==> src/rtl/instr_fetch_unit.sv <==
// Instruction fetch stage: PC, single-outstanding word reads, small instruction FIFO, redirect/flush.
// Optional performance counters are enabled by defining IFU_PERF_CNT_EN.
module instr_fetch_unit #(
    parameter int                ADDR_W     = 32,
    parameter logic [ADDR_W-1:0] RESET_PC   = {ADDR_W{1'b0}},
    parameter int                FIFO_DEPTH = 2
) (
    input  logic              clk,
    input  logic              rst,
    output logic              imem_req,
    output logic [ADDR_W-1:0] imem_addr,
    input  logic              imem_ack,
    input  logic [31:0]       imem_rdata,
    input  logic              redirect,
    input  logic [ADDR_W-1:0] redirect_pc,
    output logic              inst_valid,
    input  logic              inst_ready,
    output logic [31:0]       instruction,
    output logic [ADDR_W-1:0] inst_pc
`ifdef IFU_PERF_CNT_EN
    ,
    output logic [31:0]       perf_fetched,
    output logic [31:0]       perf_flushed
`endif
);

    localparam int                PTR_W   = (FIFO_DEPTH > 1) ? $clog2(FIFO_DEPTH) : 1;
    localparam int                CNT_W   = PTR_W + 1;
    localparam logic [CNT_W-1:0]  DEPTH_C = CNT_W'(FIFO_DEPTH);
    localparam logic [CNT_W-1:0]  CNT_ONE = CNT_W'(1);
    localparam logic [PTR_W-1:0]  PTR_ONE = PTR_W'(1);
    localparam logic [ADDR_W-1:0] PC_STEP = ADDR_W'(4);

    typedef enum logic [1:0] {
        ST_IDLE    = 2'd0,
        ST_REQ     = 2'd1,
        ST_DISCARD = 2'd2
    } state_t;

    state_t            state_r, state_s;
    logic [ADDR_W-1:0] pc_r, pc_s;
    logic              req_r, req_s;
    logic [ADDR_W-1:0] addr_r, addr_s;
    logic [CNT_W-1:0]  count_r, count_s;
    logic [PTR_W-1:0]  rd_ptr_r, wr_ptr_r;
    logic [31:0]       inst_mem_r [FIFO_DEPTH];
    logic [ADDR_W-1:0] pc_mem_r   [FIFO_DEPTH];
    logic              push_s;
    logic              pop_s;
    logic              inst_valid_s;
    logic [ADDR_W-1:0] redirect_pc_s;
    logic              unused_low_bits_s;

    // Redirect targets are word aligned; the low address bits carry no information.
    assign redirect_pc_s     = {redirect_pc[ADDR_W-1:2], 2'b00};
    assign unused_low_bits_s = ^redirect_pc[1:0];

    assign inst_valid_s = (count_r != {CNT_W{1'b0}});
    assign pop_s        = inst_valid_s && inst_ready;

    // Fetch FSM next state: request issue, ack handling and redirect priority.
    always_comb begin
        state_s = state_r;
        pc_s    = pc_r;
        req_s   = req_r;
        addr_s  = addr_r;
        push_s  = 1'b0;
        case (state_r)
            ST_IDLE: begin
                // The FIFO never holds a word without a reserved slot, so count alone gates issue.
                if (redirect) begin
                    pc_s = redirect_pc_s;
                end else if (count_r < DEPTH_C) begin
                    req_s   = 1'b1;
                    addr_s  = pc_r;
                    state_s = ST_REQ;
                end else begin
                    req_s = 1'b0;
                end
            end
            ST_REQ: begin
                if (redirect) begin
                    pc_s = redirect_pc_s;
                    if (imem_ack) begin
                        req_s   = 1'b0;
                        state_s = ST_IDLE;
                    end else begin
                        state_s = ST_DISCARD;
                    end
                end else if (imem_ack) begin
                    push_s  = 1'b1;
                    pc_s    = pc_r + PC_STEP;
                    req_s   = 1'b0;
                    state_s = ST_IDLE;
                end else begin
                    state_s = ST_REQ;
                end
            end
            ST_DISCARD: begin
                // The stale request stays on the bus untouched until memory answers it.
                if (redirect) begin
                    pc_s = redirect_pc_s;
                end else begin
                    pc_s = pc_r;
                end
                if (imem_ack) begin
                    req_s   = 1'b0;
                    state_s = ST_IDLE;
                end else begin
                    state_s = ST_DISCARD;
                end
            end
            default: begin
                req_s   = 1'b0;
                state_s = ST_IDLE;
            end
        endcase
    end

    // FIFO occupancy: flush wins over push and pop.
    always_comb begin
        count_s = count_r;
        if (redirect) begin
            count_s = {CNT_W{1'b0}};
        end else begin
            case ({push_s, pop_s})
                2'b10:   count_s = count_r + CNT_ONE;
                2'b01:   count_s = count_r - CNT_ONE;
                default: count_s = count_r;
            endcase
        end
    end

    // Fetch state, PC and memory request registers.
    always_ff @(posedge clk) begin
        if (rst) begin
            state_r <= ST_IDLE;
            pc_r    <= RESET_PC;
            req_r   <= 1'b0;
            addr_r  <= RESET_PC;
            count_r <= {CNT_W{1'b0}};
        end else begin
            state_r <= state_s;
            pc_r    <= pc_s;
            req_r   <= req_s;
            addr_r  <= addr_s;
            count_r <= count_s;
        end
    end

    // Instruction buffer storage and pointers.
    always_ff @(posedge clk) begin
        if (rst) begin
            rd_ptr_r <= {PTR_W{1'b0}};
            wr_ptr_r <= {PTR_W{1'b0}};
            for (int i = 0; i < FIFO_DEPTH; i++) begin
                inst_mem_r[i] <= 32'h0000_0000;
                pc_mem_r[i]   <= {ADDR_W{1'b0}};
            end
        end else if (redirect) begin
            rd_ptr_r <= {PTR_W{1'b0}};
            wr_ptr_r <= {PTR_W{1'b0}};
        end else begin
            if (push_s) begin
                inst_mem_r[wr_ptr_r] <= imem_rdata;
                pc_mem_r[wr_ptr_r]   <= pc_r;
                wr_ptr_r             <= wr_ptr_r + PTR_ONE;
            end else begin
                wr_ptr_r <= wr_ptr_r;
            end
            if (pop_s) begin
                rd_ptr_r <= rd_ptr_r + PTR_ONE;
            end else begin
                rd_ptr_r <= rd_ptr_r;
            end
        end
    end

    assign imem_req    = req_r;
    assign imem_addr   = addr_r;
    assign inst_valid  = inst_valid_s;
    assign instruction = inst_mem_r[rd_ptr_r];
    assign inst_pc     = pc_mem_r[rd_ptr_r];

`ifdef IFU_PERF_CNT_EN
    logic [31:0] perf_fetched_r;
    logic [31:0] perf_flushed_r;

    // Saturating counters of words accepted into the FIFO and of redirects.
    always_ff @(posedge clk) begin
        if (rst) begin
            perf_fetched_r <= 32'h0000_0000;
            perf_flushed_r <= 32'h0000_0000;
        end else begin
            if (push_s && (perf_fetched_r != 32'hFFFF_FFFF)) begin
                perf_fetched_r <= perf_fetched_r + 32'h0000_0001;
            end else begin
                perf_fetched_r <= perf_fetched_r;
            end
            if (redirect && (perf_flushed_r != 32'hFFFF_FFFF)) begin
                perf_flushed_r <= perf_flushed_r + 32'h0000_0001;
            end else begin
                perf_flushed_r <= perf_flushed_r;
            end
        end
    end

    assign perf_fetched = perf_fetched_r;
    assign perf_flushed = perf_flushed_r;
`endif

endmodule

==> config.mk <==
export PLATFORM = sky130hd
export DESIGN_NAME = instr_fetch_unit
export DESIGN_NICKNAME = d
export VERILOG_FILES = /design/src/rtl/instr_fetch_unit.sv
export SDC_FILE = /design/constraint.sdc
export NUM_CORES = 1
export LEC_CHECK = 0
export ABC_AREA = 1
export BUFFER_PORTS_ARGS = -buffer_cell sky130_fd_sc_hd__buf_2
export CAP_MARGIN = 20
export CORE_ASPECT_RATIO = 0.8
export CORE_MARGIN = 2
export CORE_UTILIZATION = 25
export DETAILED_ROUTE_END_ITERATION = 10
export PLACE_DENSITY = 0.52
export SLEW_MARGIN = 10
export SYNTH_ARGS = -nofsm -noshare
export SYNTH_HDL_FRONTEND = slang
export SYNTH_SLANG_ARGS = --single-unit
export TNS_END_PERCENT = 5
==> constraint.sdc <==
create_clock -name clk -period 3.32 [get_ports clk]
set_input_delay 0.498 -clock clk [delete_from_list [all_inputs] [get_ports clk]]
set_output_delay 0.498 -clock clk [all_outputs]
set_load 0.005 [all_outputs]
Yosys cells after proc, flatten, opt, wreduce, memory -nomap -nowiden
Memory sizes are Yosys's and may differ from the RTL's. A register that Yosys moved wholly into a read port is not among the register bits.
Index checks and enable logic that the tools add are counted.

storage, ports and cells
  bits in registers = 71
  RAM bits = 128
  input bits = 69
  output and inout bits = 98
  word-level logic and storage cells = 73
  memories = 2

memory list
  memory      depth  bits a word  rd ports  clocked after Yosys merged registers in  wr ports  line  text
  inst_mem_r  2      32           1         1                                        2         46    logic [31:0] inst_mem_r [FIFO_DEPTH];
  pc_mem_r    2      32           1         1                                        2         47    logic [ADDR_W-1:0] pc_mem_r [FIFO_DEPTH];

cells by class
  add/sub/neg operators = 5
  $lt $le $gt $ge = 1
  equality and inequality tests = 9
  mux-type cells = 34
  bitwise operators = 1
  reductions and logical operators = 14

operators with widths
  kind                   count
  $mux 32                5
  $pmux 32 s2            1
  $reduce_or 32->1       2
  $add 32x3->32 const B  1
  $mux 1                 21
  $mux 2                 4
  $pmux 2 s3             1
  $reduce_and 3->1       2
  $reduce_bool 2->1      3
  $reduce_or 2->1        3
  $eq 2x1->1 const B     2
  $eq 2x2->1 const B     2
  $ne 2x1->1 const B     2
  $ne 2x2->1 const B     2
  $pmux 2 s2             1
  $reduce_and 2->1       2
  $ne 3x3->1 const B     1
  $add 1x1->1 const B    2
  $add 2x1->2 const B    1
  $logic_not 2->1        1
  $lt 2x2->1 const B     1
  $pmux 1 s2             1
  $sub 2x1->2 const B    1
  $logic_and 1x1->1      1
  $not 1->1              1

Logic depth before layout (Yosys ltp)
Gate-level depths: netlist of run 1.

  word-level depth = 9
  depth in mapped cells = 11

Worst setup path after synthesis of run 1
Ideal clock, no wire load.

  path kind = input-to-reg
  start point = input redirect
  end point = memory inst_mem_r[0][0] (enable)
  arrival time = 2503 ps
  required time = 2899 ps
  path slack = 395 ps
  stages on the path = 6
  buffers on the path = 1
  path through = inv_2 nand3_1 nor2_1 nand2_1 buf_2 nand2_1

RTL lines
  item             line  text
  start, declared  14    input logic redirect,
  end, declared    46

==> summary.txt, run 1 <==
Drt
  • Final routed DRC violation total: 0
  • Average wire length per cell after detail routing: 16.39 µm
  • DR pass1 iterations: 5
  • DRC marker count from the first detailed-route iteration: 451
  • Vias after detailed routing: 6918
  • Final wirelength: 25840 µm
  • Number of routed nets with antenna violations: 0
  • Vias per std cell: 4.387

Job
  • Max-Cap Viols: 0

Floorplanning
  • Die Span Y: 172.9 µm
  • Area of the core: 34960 µm²
  • I/O Pins: 167
  • Floorplan die width: 215.1 µm
  • Number of standard-cell rows in the floorplan: 61
  • Initial standard-cell utilization of the core: 25.49%
  • Area of the die: 37180 µm²

Timing
  • Ratio of final minimum period to clock period: 73.91%
  • Summed negative setup slack over all endpoints: 0 ps
  • Worst Tran Pin Value: 865.2 ps
  • Unrepaired setup endpoints after global routing: no
  • Number of failing hold endpoints at the final stage: 0
  • Fin Clk Skew: 11.53 ps
  • Fmax: 0.4075 GHz
  • Shortest period the worst path allows: 2454 ps
  • Worst hold margin: 324.1 ps
  • Max_slew headroom: 42.32%
  • Endpoints failing setup: 0
  • Number of max-slew violations in the final report: 0

Global route
  • GR met1 Demand/Resource: 19.21%
  • Met3 capacity usage during global routing: 3.219%
  • Pin count of the biggest net entering global routing: 63
  • Global routing usage summed across all routing layers: 13.98%
  • Initial antenna violation count: 2
  • Global-route wire length before repair: 39460 µm
  • GRT Residual Overflow: 0
  • Met2 capacity usage during global routing: 21.84%
  • GRT busiest layer: met2
  • Number of global-route vias before repair: 6628

Critical path
  • Kind of critical path: reg2out
  • Arrival time at the worst endpoint: 1960 ps
  • Slowest cell on crit path: sky130_fd_sc_hd__dfxtp_4
  • Crit. End Element: output pin
  • Crit path required time: 2820 ps
  • Peak fanout along the critical path: 40
  • Cell-by-cell listing of the critical path: buf_12 -> mux2_2 -> buf_2
  • Critical path startpoint category: register
  • Highest cell delay on the worst timing path: 630 ps

Power and ir drop
  • Internal power summed over all cells: 4.167 mW
  • Fraction of power spent switching nets: 28.84%
  • Sequential Power Share: 49.2%
  • Switching Power: 1.689 mW
  • Cell area power density: 542.6 nW/µm²
  • Part of the total power dissipated in the clock network: 35.2%
  • Leakage power figure: 4.420 nW
  • IR Drop Worst-Case VDD: 0.3064 mV
  • Proportion of power drawn by combinational gates: 15.6%
  • Sum of internal, switching and leakage power: 5.856 mW

Clock tree
  • Level count of the clock H-tree: 4
  • Buffers inserted during post-CTS setup optimization: 0
  • Count of cells resized by post-cts repair: 0
  • CTS tree: done
  • # hold bufs at CTS: 0
  • CTS sink cnt: 192
  • Clock slew seen by the registers of the worst setup and hold paths: 80 ps
  • Clock latency reported for the late side of the worst-skew pair: 440 ps
  • Inserted Clock Buffers: 17
  • Maximum buffer depth of the clock tree: 2
  • Root buffer cell: sky130_fd_sc_hd__clkbuf_16

Layout
  • Multi-input gate area: 3266 µm²
  • Final Cell Area: 10790 µm²
  • Fillers: 3716
  • Fraction of final layout cells with drive strength greater than 1: 26.84%
  • Area Growth Syn to Fin: 21.12%
  • Non-filler cells, final: 1577
  • Register cell area after layout: 5089 µm²
  • Final net count: 1166

Logic synthesis
  • Cell Area, Synth: 8910 µm²
  • Yosys warning total: 0
  • Syn avg cell area: 9.448 µm²
  • Unique masters post-synth: 38
  • Fraction of the yosys area taken by sequential cells: 57.07%
  • Gate count after technology mapping: 943
  • Number of flip-flops and latches in the synthesized netlist: 192

Placement
  • Total instance count after detailed placement: 1543
  • Detailed-placement wirelength estimate: 17360 µm
  • Cell area after placement: 10220 µm²
  • Routability congestion estimate from global placement: 0.8502
  • IO buf count: 160

Outcome
  • Run status: finished, final reports clean

Min path
  • Class of the most critical hold timing path: in2reg
[layout by cell type, fill, tap and decap left out, types with 4 or more instances in the layout]
cell,n
sky130_fd_sc_hd__a211oi_1,5
sky130_fd_sc_hd__a21oi_1,69
sky130_fd_sc_hd__buf_12,4
sky130_fd_sc_hd__buf_2,160
sky130_fd_sc_hd__buf_4,10
sky130_fd_sc_hd__clkbuf_16,17
sky130_fd_sc_hd__conb_1,4
sky130_fd_sc_hd__dfxtp_1,67
sky130_fd_sc_hd__edfxtp_1,124
sky130_fd_sc_hd__ha_1,7
sky130_fd_sc_hd__inv_1,81
sky130_fd_sc_hd__inv_2,4
sky130_fd_sc_hd__inv_6,4
sky130_fd_sc_hd__mux2_2,62
sky130_fd_sc_hd__nand2_1,138
sky130_fd_sc_hd__nand2_2,7
sky130_fd_sc_hd__nand3_1,37
sky130_fd_sc_hd__nor2_1,198
sky130_fd_sc_hd__nor2_2,7
sky130_fd_sc_hd__nor2_4,5
sky130_fd_sc_hd__o21ai_0,51
sky130_fd_sc_hd__o22ai_1,4
[cell usage after synthesis]
cell type                    n  area share (%)
sky130_fd_sc_hd__nor2_1    198             8.3
sky130_fd_sc_hd__nand2_1   142             6.0
sky130_fd_sc_hd__edfxtp_1  124              42
sky130_fd_sc_hd__inv_1      81             3.4
sky130_fd_sc_hd__a21oi_1    69             3.9
sky130_fd_sc_hd__dfxtp_1    68              15
sky130_fd_sc_hd__mux2_2     62             7.8
sky130_fd_sc_hd__o21ai_0    51             2.9
sky130_fd_sc_hd__nand3_1    37             2.1
sky130_fd_sc_hd__buf_2      26             1.5
sky130_fd_sc_hd__buf_4      10            0.84
sky130_fd_sc_hd__clkbuf_1    9            0.38
sky130_fd_sc_hd__ha_1        7            0.98
sky130_fd_sc_hd__nor2_2      7            0.49
sky130_fd_sc_hd__a211oi_1    5            0.42
sky130_fd_sc_hd__nand2_2     5            0.35
sky130_fd_sc_hd__nor2_4      5            0.63
sky130_fd_sc_hd__inv_2       4            0.17
sky130_fd_sc_hd__o22ai_1     4            0.28
sky130_fd_sc_hd__a31oi_1     3            0.21
sky130_fd_sc_hd__o21ai_1     3            0.17
sky130_fd_sc_hd__a21oi_2     2            0.20
sky130_fd_sc_hd__buf_6       2            0.25
sky130_fd_sc_hd__clkbuf_2    2            0.11
sky130_fd_sc_hd__nand4_1     2            0.14
sky130_fd_sc_hd__nor3_1      2            0.11
sky130_fd_sc_hd__xor2_1      2            0.20
sky130_fd_sc_hd__and3_1      1           0.070
sky130_fd_sc_hd__conb_1      1           0.042
sky130_fd_sc_hd__nand2_4     1            0.13
sky130_fd_sc_hd__nand3_2     1            0.11
sky130_fd_sc_hd__nand3b_1    1           0.084
sky130_fd_sc_hd__nor2_8      1            0.22
sky130_fd_sc_hd__nor3_4      1            0.18
sky130_fd_sc_hd__nor4_1      1           0.070
sky130_fd_sc_hd__o211ai_1    1           0.084
sky130_fd_sc_hd__or2_2       1           0.070
sky130_fd_sc_hd__or3_1       1           0.070
[sequential cells by signal (all words and copies together), names as in the netlist, named ones only]
| register | flops |
|---|---|
| wr_ptr_r | 1 |
| pc_mem_r | 60 |
| imem_addr | 30 |
| count_r | 2 |
| inst_mem_r | 64 |
| rd_ptr_r | 1 |
| state_r | 2 |
| imem_req | 1 |
| pc_r | 30 |
[power by group through the flow]
stage / combinational [mW] / clock (mW) / sequential, mW
6_report: 0.913 / 2.06 / 2.88
5_1_grt: 1.03 / 2.22 / 2.91
4_1_cts: 0.934 / 2.14 / 2.88
3_5_place_dp: 0.929 / 0 / 2.93
3_3_place_gp: 0.923 / 0 / 2.93
2_1_floorplan: 0.587 / 0 / 2.90
[per-layer routing]
layer  wire (µm)  up-vias
li1            -     3419
met1       12230     3296
met2       11720      180
met3        1396       23
met4         493        0
met5           0        -
[worst paths after layout]
check	start	to	slack, ps	cells past startpoint
max	register	instruction[12]	870	3
max reg2reg	state_r[0]$_SDFFE_PP0P_	pc_r[29]$_SDFFE_PP0P_	1040	9
min	redirect_pc[2]	pc_r[2]$_SDFFE_PP0P_	320	3
min reg2reg	rd_ptr_r$_SDFFE_PP0P_	register	450	1
[cell families (layout without fill, tap and decap cells)]
group	Yosys count	in the layout	share of synthesized area (%)
adders and majority gates	7	7	0.9830
and+or+nand+nor	407	407	19.14
AOI/OAI and AO/OA	138	138	8.103
muxes	62	62	7.836
DFF	192	192	57.07
xor gates and xnor gates	2	2	0.1966
other	1	6	0.04209
buffers and inverters	134	291	6.628
[worst max-delay path, delay by kind of cell, from the launching register on]
kind | cells | cell delay (ps)
mux | 1 | 400
flops | 1 | 630
buf+inv | 2 | 430
[metrics by stage]
step | setup WS (ps) | util (%)
3_5_place_dp | 951.4 | 29.24
5_1_grt | 762.3 | 30.86
3_3_place_gp | 1015 | 29.24
6_report | 866.1 | 30.87
2_1_floorplan | 395.3 | -
4_1_cts | 800.0 | 30.86
[cell type report]
class                      instances  area share [%]
tap                              472           5.472
sequential                       192           47.15
clock inverter                    13           1.241
multi-input combinational        620           30.26
timing repair buffer             174           8.858
inverter                          85           2.957
antenna                            2         0.04638
clock buffer                      19           4.012
No activity file was read; power rests on OpenSTA's default activity.
==> run 2, diff against run 1 <==
==> constraint.sdc (replaced) <==
create_clock -name clk -period 2.43 [get_ports clk]
set_input_delay 0.3645 -clock clk [delete_from_list [all_inputs] [get_ports clk]]
set_output_delay 0.3645 -clock clk [all_outputs]
set_load 0.005 [all_outputs]
==> summary.txt, run 2 (synthesized netlist as in run 1, its figures left out) <==
Outcome
  • Run status: finished, final reports clean

Critical path
  • Path depth of the worst reg2reg path: 7 (-2)
  • Worst reg2reg path endpoint: inst_mem_r[1][13]$_SDFFCE_PN0P_
  • Reg2reg setup slack: 270 ps (-770 ps)
  • Kind of critical path: reg2out
  • Cell-by-cell listing of the critical path: buf_12 -> mux2_2 -> buf_2
  • Crit. End Element: output pin
  • Critical path startpoint category: register
  • Worst path buffer plus inverter count: 2 (unchanged)
  • Family with the most delay on the worst path: flip-flops
  • Arrival time at the worst endpoint: 1850 ps (-110 ps)
  • Crit path required time: 2070 ps (-750 ps)
  • Reg-to-reg startpoint: state_r[1]$_SDFFE_PP0P_
  • Worst setup path end: instruction[27]
  • Slowest cell on crit path: sky130_fd_sc_hd__dfxtp_4
  • Peak fanout along the critical path: 32 (-20%)
  • Highest cell delay on the worst timing path: 610 ps (-20 ps)
  • Total stage count of the critical path: 3 (unchanged)

Placement
  • Worst-case setup slack after placement: 290.5 ps (-660.9 ps)
  • Routability congestion estimate from global placement: 0.8379 (-1.4%)
  • Total instance count after detailed placement: 1551 (+0.52%)
  • IO buf count: 160 (unchanged)
  • Detailed-placement wirelength estimate: 17530 µm (+0.98%)

Timing
  • Summed negative setup slack over all endpoints: 0 ps (unchanged)
  • Worst Tran Pin Value: 822.3 ps (-42.84 ps)
  • Fin Clk Skew: 12.92 ps (+1.392 ps)
  • Max_slew headroom: 45.18% (+2.9 points)
  • Fmax: 0.4519 GHz
  • Minimum setup slack in the final design: 217.2 ps (-648.8 ps)
  • Worst hold margin: 208.5 ps (-115.6 ps)
  • Endpoints failing setup: 0 (unchanged)
  • Number of failing hold endpoints at the final stage: 0 (unchanged)
  • Unrepaired setup endpoints after global routing: no
  • Shortest period the worst path allows: 2213 ps
  • Ratio of final minimum period to clock period: 91.06%
  • Number of max-slew violations in the final report: 0 (unchanged)

Clock tree
  • Root buffer cell: sky130_fd_sc_hd__clkbuf_16
  • Inserted Clock Buffers: 17 (unchanged)
  • CTS sink cnt: 192 (unchanged)
  • Clock slew seen by the registers of the worst setup and hold paths: 70 ps (about the same)
  • Clock latency reported for the late side of the worst-skew pair: 430 ps (about the same)
  • Level count of the clock H-tree: 4 (unchanged)
  • Buffers inserted during post-CTS setup optimization: 0 (unchanged)
  • # hold bufs at CTS: 0 (unchanged)
  • Count of cells resized by post-cts repair: 0 (unchanged)
  • Maximum buffer depth of the clock tree: 2 (unchanged)
  • CTS tree: done

Drt
  • Met3 Wirelength: 1401 µm (+0.36%)
  • Wire length on met2: 11640 µm (-0.71%)
  • DRC marker count from the first detailed-route iteration: 378 (-16%)
  • Routed met1 length: 12010 µm (-1.8%)
  • Final routed DRC violation total: 0 (unchanged)
  • Vias per std cell: 4.316 (-1.6%)
  • Final wirelength: 25290 µm (-2.1%)
  • Average wire length per cell after detail routing: 15.97 µm (-2.6%)
  • Vias after detailed routing: 6836 (-1.2%)
  • Highest metal used: met4
  • DR pass1 iterations: 4 (-1)
  • Number of routed nets with antenna violations: 0 (unchanged)

Layout
  • Largest register by flop count: inst_mem_r
  • Fillers: 3701 (-0.40%)
  • Number of flip-flops under the largest register name: 64 (unchanged)
  • Area Growth Syn to Fin: 22.37%
  • Non-filler cells, final: 1584 (+0.44%)
  • Final net count: 1174 (+0.69%)
  • Leading cell type in the layout, fill and taps excluded: sky130_fd_sc_hd__nor2_1
  • Fraction of final layout cells with drive strength greater than 1: 27.63% (+0.80 points)
  • Top Registers: inst_mem_r x64, pc_mem_r x60
  • Most frequent cells in the layout: sky130_fd_sc_hd__nor2_1 (198), sky130_fd_sc_hd__buf_2 (160), sky130_fd_sc_hd__nand2_1 (138)

Min path
  • Class of the most critical hold timing path: in2reg

Floorplanning
  • Number of standard-cell rows in the floorplan: 61 (unchanged)
  • I/O Pins: 167 (unchanged)
  • Area of the core: 34960 µm² (unchanged)
  • Floorplan die width: 215.1 µm (unchanged)
  • Area of the die: 37180 µm² (unchanged)
  • Initial standard-cell utilization of the core: 25.49% (unchanged)
  • Die Span Y: 172.9 µm (unchanged)

Power and ir drop
  • Switching Power: 2.311 mW (+37%)
  • Cell area power density: 742.1 nW/µm² (+37%)
  • Proportion of power drawn by combinational gates: 15.9% (+0.3 points)
  • Sequential Power Share: 48.7% (-0.5 points)
  • IR Drop Worst-Case VDD: 0.4619 mV (+51%)
  • Leakage power figure: 4.494 nW (+1.7%)
  • Fraction of power spent switching nets: 28.56% (-0.28 points)
  • Part of the total power dissipated in the clock network: 35.5% (+0.3 points)
  • Internal power summed over all cells: 5.780 mW (+39%)

Global route
  • Pin count of the biggest net entering global routing: 63 (unchanged)
  • Global routing usage summed across all routing layers: 13.87% (-0.11 points)
  • Global-route wire length before repair: 39530 µm (+0.17%)
  • Initial antenna violation count: 2 (unchanged)
  • Number of global-route vias before repair: 6745 (+1.8%)
  • GRT Residual Overflow: 0 (unchanged)

Job
  • Max-Cap Viols: 0 (unchanged)
-- run 2: cell types whose count changed in the layout (fill, tap and decap cells not counted), sizes merged --
cell / delta
buf: +8
clkbuf: +3
clkinvlp: -2
bufinv: -1
diode: -1
-- run 2: worst min-delay path by stage --
stage,startpoint,to,slack [ps],cells after the start
2_1_floorplan,rd_ptr_r$_SDFFE_PP0P_,register,430,1
3_5_place_dp,rd_ptr_r$_SDFFE_PP0P_,rd_ptr_r$_SDFFE_PP0P_,440,1
3_3_place_gp,rd_ptr_r$_SDFFE_PP0P_,register,430,1
4_1_cts,redirect_pc[2],pc_r[2]$_SDFFE_PP0P_,190,3
6_report,redirect_pc[3],pc_r[3]$_SDFFE_PP0P_,210,3
5_1_grt,redirect_pc[3],pc_r[3]$_SDFFE_PP0P_,190,3
-- run 2: final cells by class --
cell class,instances,area (µm²),area share [%]
well taps,472,590.6,5.417
diodes,1,2.502,0.02295
multi-input cells,620,3266,29.95
repair buffers,182,1041,9.548
flip-flops and latches,192,5089,46.67
clock buffers,22,496.7,4.556
clock inverters,10,98.84,0.9066
inverters,85,319.1,2.926
-- run 2: through the flow --
step | area [µm²] | utilization [%] | total power [mW]
floorplan | 8924 | - | 4.769
global placement | 10300 | 29.48 | 5.287
detailed placement | 10300 | 29.48 | 5.306
CTS | 10900 | 31.18 | 8.191
global route | 10900 | 31.18 | 8.532
finish | 10900 | 31.19 | 8.091
-- run 2: power by group through the flow --
stage	combinational, mW	clock [mW]	sequential, mW
5_1_grt	1.46	3.10	3.98
3_5_place_dp	1.30	0	4.01
3_3_place_gp	1.28	0	4.00
2_1_floorplan	0.803	0	3.97
4_1_cts	1.30	2.95	3.94
6_report	1.28	2.87	3.94
-- run 2: worst register-to-register path: cells and delay by family (launching register included) --
kind,cells,cell delay (ps)
buffers and inverters,2,750
AND/OR/NAND/NOR,4,480
flip-flops,1,420
adder cells (fa/ha/maj),1,220
-- run 2: per-layer routing --
layer	vias up	GRT usage (%)
met5	-	0
met2	178	22.13
met3	12	3.659
met4	0	2.989
met1	3218	18.90
li1	3428	-
==> run 3, diff against run 2 <==
--- a/config.mk
+++ b/config.mk
@@ -7,12 +7,13 @@
 export LEC_CHECK = 0
 export ABC_AREA = 1
 export BUFFER_PORTS_ARGS = -buffer_cell sky130_fd_sc_hd__buf_2
-export CAP_MARGIN = 20
+export CAP_MARGIN = 15
 export CORE_ASPECT_RATIO = 0.8
 export CORE_MARGIN = 2
 export CORE_UTILIZATION = 25
 export DETAILED_ROUTE_END_ITERATION = 10
 export PLACE_DENSITY = 0.52
+export RECOVER_POWER = 50
 export SLEW_MARGIN = 10
 export SYNTH_ARGS = -nofsm -noshare
 export SYNTH_HDL_FRONTEND = slang
==> summary.txt, run 3 (synthesized netlist as in run 1, its figures left out) <==
Outcome
  • Run status: finished, final reports clean

Drt
  • Average wire length per cell after detail routing: 16.05 µm (+0.51%)
  • Wire length on met2: 11610 µm (-0.21%)
  • Vias per std cell: 4.330 (+0.32%)
  • DR pass1 iterations: 6 (+2)
  • Final routed DRC violation total: 0 (unchanged)
  • Met3 Wirelength: 1218 µm (-13%)
  • Routed met1 length: 12340 µm (+2.8%)
  • Number of routed nets with antenna violations: 0 (unchanged)
  • DRC marker count from the first detailed-route iteration: 406 (+7.4%)
  • Final wirelength: 25420 µm (+0.51%)
  • Vias after detailed routing: 6858 (+0.32%)
  • Highest metal used: met4

Min path
  • Hold wc startpoint: redirect_pc[3]
  • Class of the most critical hold timing path: in2reg
  • End point of the worst hold path: pc_r[3]$_SDFFE_PP0P_
  • Hold path cells: 3 (unchanged)

Timing
  • Endpoints failing setup: 0 (unchanged)
  • Worst hold margin: 206.6 ps (-1.943 ps)
  • Fmax: 0.4519 GHz (about the same)
  • Worst Tran Pin Value: 827.3 ps (+5.011 ps)
  • Fin Clk Skew: 12.90 ps (-0.02340 ps)
  • Number of max-slew violations in the final report: 0 (unchanged)
  • Ratio of final minimum period to clock period: 91.06% (about the same)
  • Number of failing hold endpoints at the final stage: 0 (unchanged)
  • Unrepaired setup endpoints after global routing: no
  • Max_slew headroom: 44.84% (-0.33 points)
  • Shortest period the worst path allows: 2213 ps (+0.04000 ps)

Power and ir drop
  • Proportion of power drawn by combinational gates: 15.4% (-0.5 points)
  • Leakage power figure: 4.373 nW (-2.7%)
  • IR Drop Worst-Case VDD: 0.4413 mV (-4.5%)
  • Sum of internal, switching and leakage power: 8.048 mW (-0.53%)
  • Part of the total power dissipated in the clock network: 35.7% (+0.2 points)
  • Cell area power density: 747.8 nW/µm² (+0.78%)
  • Sequential Power Share: 49.0% (+0.3 points)
  • Internal power summed over all cells: 5.740 mW (-0.70%)
  • Fraction of power spent switching nets: 28.68% (+0.12 points)
  • Switching Power: 2.308 mW (-0.11%)

Global route
  • Global-route wire length before repair: 39530 µm (unchanged)
  • Pin count of the biggest net entering global routing: 63 (unchanged)
  • Global routing usage summed across all routing layers: 13.87% (unchanged)
  • GRT Residual Overflow: 0 (unchanged)
  • Number of global-route vias before repair: 6745 (unchanged)
  • Initial antenna violation count: 2 (unchanged)

Clock tree
  • Root buffer cell: sky130_fd_sc_hd__clkbuf_16
  • Inserted Clock Buffers: 17 (unchanged)
  • Level count of the clock H-tree: 4 (unchanged)
  • Maximum buffer depth of the clock tree: 2 (unchanged)
  • Count of cells resized by post-cts repair: 0 (unchanged)
  • CTS tree: done
  • CTS sink cnt: 192 (unchanged)
  • Clock slew seen by the registers of the worst setup and hold paths: 70 ps (about the same)
  • Buffers inserted during post-CTS setup optimization: 0 (unchanged)
  • # hold bufs at CTS: 0 (unchanged)
  • Clock latency reported for the late side of the worst-skew pair: 430 ps (about the same)

Placement
  • Detailed-placement wirelength estimate: 17530 µm (unchanged)
  • Routability congestion estimate from global placement: 0.8379 (unchanged)
  • Total instance count after detailed placement: 1551 (unchanged)
  • IO buf count: 160 (unchanged)

Floorplanning
  • Area of the die: 37180 µm² (unchanged)
  • Area of the core: 34960 µm² (unchanged)
  • I/O Pins: 167 (unchanged)
  • Die Span Y: 172.9 µm (unchanged)
  • Number of standard-cell rows in the floorplan: 61 (unchanged)
  • Initial standard-cell utilization of the core: 25.49% (unchanged)
  • Floorplan die width: 215.1 µm (unchanged)

Critical path
  • Reg2reg setup slack: 240 ps (-30 ps)
  • Kind of critical path: reg2out
  • Worst reg2reg path endpoint: pc_mem_r[1][26]$_SDFFCE_PN0P_
  • Cell-by-cell listing of the critical path: buf_12 -> mux2_2 -> buf_2
  • Path depth of the worst reg2reg path: 7 (unchanged)
  • Slowest cell on crit path: sky130_fd_sc_hd__dfxtp_4
  • Arrival time at the worst endpoint: 1850 ps (about the same)
  • Crit. End Element: output pin
  • Critical path startpoint category: register
  • Highest cell delay on the worst timing path: 610 ps (about the same)
  • Peak fanout along the critical path: 32 (unchanged)
  • Reg-to-reg startpoint: state_r[1]$_SDFFE_PP0P_
  • Crit path required time: 2070 ps (about the same)

Layout
  • Utilization after layout: 30.79% (-0.40 points)
  • Final net count: 1174 (unchanged)
  • Leading cell type in the layout, fill and taps excluded: sky130_fd_sc_hd__nor2_1
  • Largest register by flop count: inst_mem_r
  • Number of flip-flops under the largest register name: 64 (unchanged)
  • Area Growth Syn to Fin: 20.78%
  • Top Registers: inst_mem_r x64, pc_mem_r x60
  • Fraction of final layout cells with drive strength greater than 1: 24.84% (-2.8 points)
  • Most frequent cells in the layout: sky130_fd_sc_hd__nor2_1 (199), sky130_fd_sc_hd__nand2_1 (140), sky130_fd_sc_hd__buf_2 (138)
  • Non-filler cells, final: 1584 (unchanged)

Job
  • Max-Cap Viols: 0 (unchanged)
-- run 3: cell count changes in the layout (fill, tap and decap cells not counted), sizes merged --
cell | previous run | this run
buf | 182 | 153
clkbuf | 22 | 51
-- run 3: how the worst max path moves through the flow --
stage / start / slack [ps] / endpoint
final: register / 220 / instruction[27]
after global routing: state_r[1]$_SDFFE_PP0P_ / 80 / inst_mem_r[0][9]$_SDFFCE_PN0P_
after CTS: register / 160 / instruction[27]
after detailed placement: state_r[1]$_SDFFE_PP0P_ / 290 / inst_mem_r[0][0]$_SDFFCE_PN0P_
after global placement: redirect / 370 / pc_mem_r[0][18]$_SDFFCE_PN0P_
after floorplan: state_r[1]$_SDFFE_PP0P_ / -470 / inst_mem_r[1][0]$_SDFFCE_PN0P_
-- run 3: metal layers --
layer | vias to the layer above | GRT usage [%]
li1 | 3431 | -
met3 | 12 | 3.659
met5 | - | 0
met1 | 3261 | 18.90
met2 | 154 | 22.13
met4 | 0 | 2.989
-- run 3: per-stage QoR --
| stage | TNS [ps] | setup slack, ps | instance area (µm²) |
|---|---|---|---|
| finish | 0 | 217.2 | 10760 |
| detailed placement | 0 | 290.5 | 10300 |
| global placement | 0 | 366.0 | 10300 |
| floorplan | -29430 | -474.7 | 8924 |
| CTS | 0 | 160.3 | 10900 |
| global route | 0 | 79.16 | 10760 |
-- run 3: critical path: cells and delay by family, from the launching register on --
kind / cells / cell delay (ps)
flops: 1 / 610
mux: 1 / 370
buf+inv: 2 / 390
-- run 3: final cells by class --
| cell class | count | area [µm²] |
|---|---|---|
| multi-input cells | 620 | 3237 |
| fillers | 3717 | 24190 |
| repair buffers | 182 | 928.4 |
| flip-flops and latches | 192 | 5089 |
| diodes | 1 | 2.502 |
| inverters | 85 | 319.1 |
| clock buffers | 22 | 496.7 |
| well taps | 472 | 590.6 |
| clock inverters | 10 | 98.84 |
-- run 3: power groups by stage --
stage	combinational [mW]	sequential, mW	clock (mW)
2_1_floorplan	0.803	3.97	0
3_5_place_dp	1.30	4.01	0
5_1_grt	1.41	3.98	3.10
6_report	1.24	3.94	2.87
3_3_place_gp	1.28	4.00	0
4_1_cts	1.30	3.94	2.95
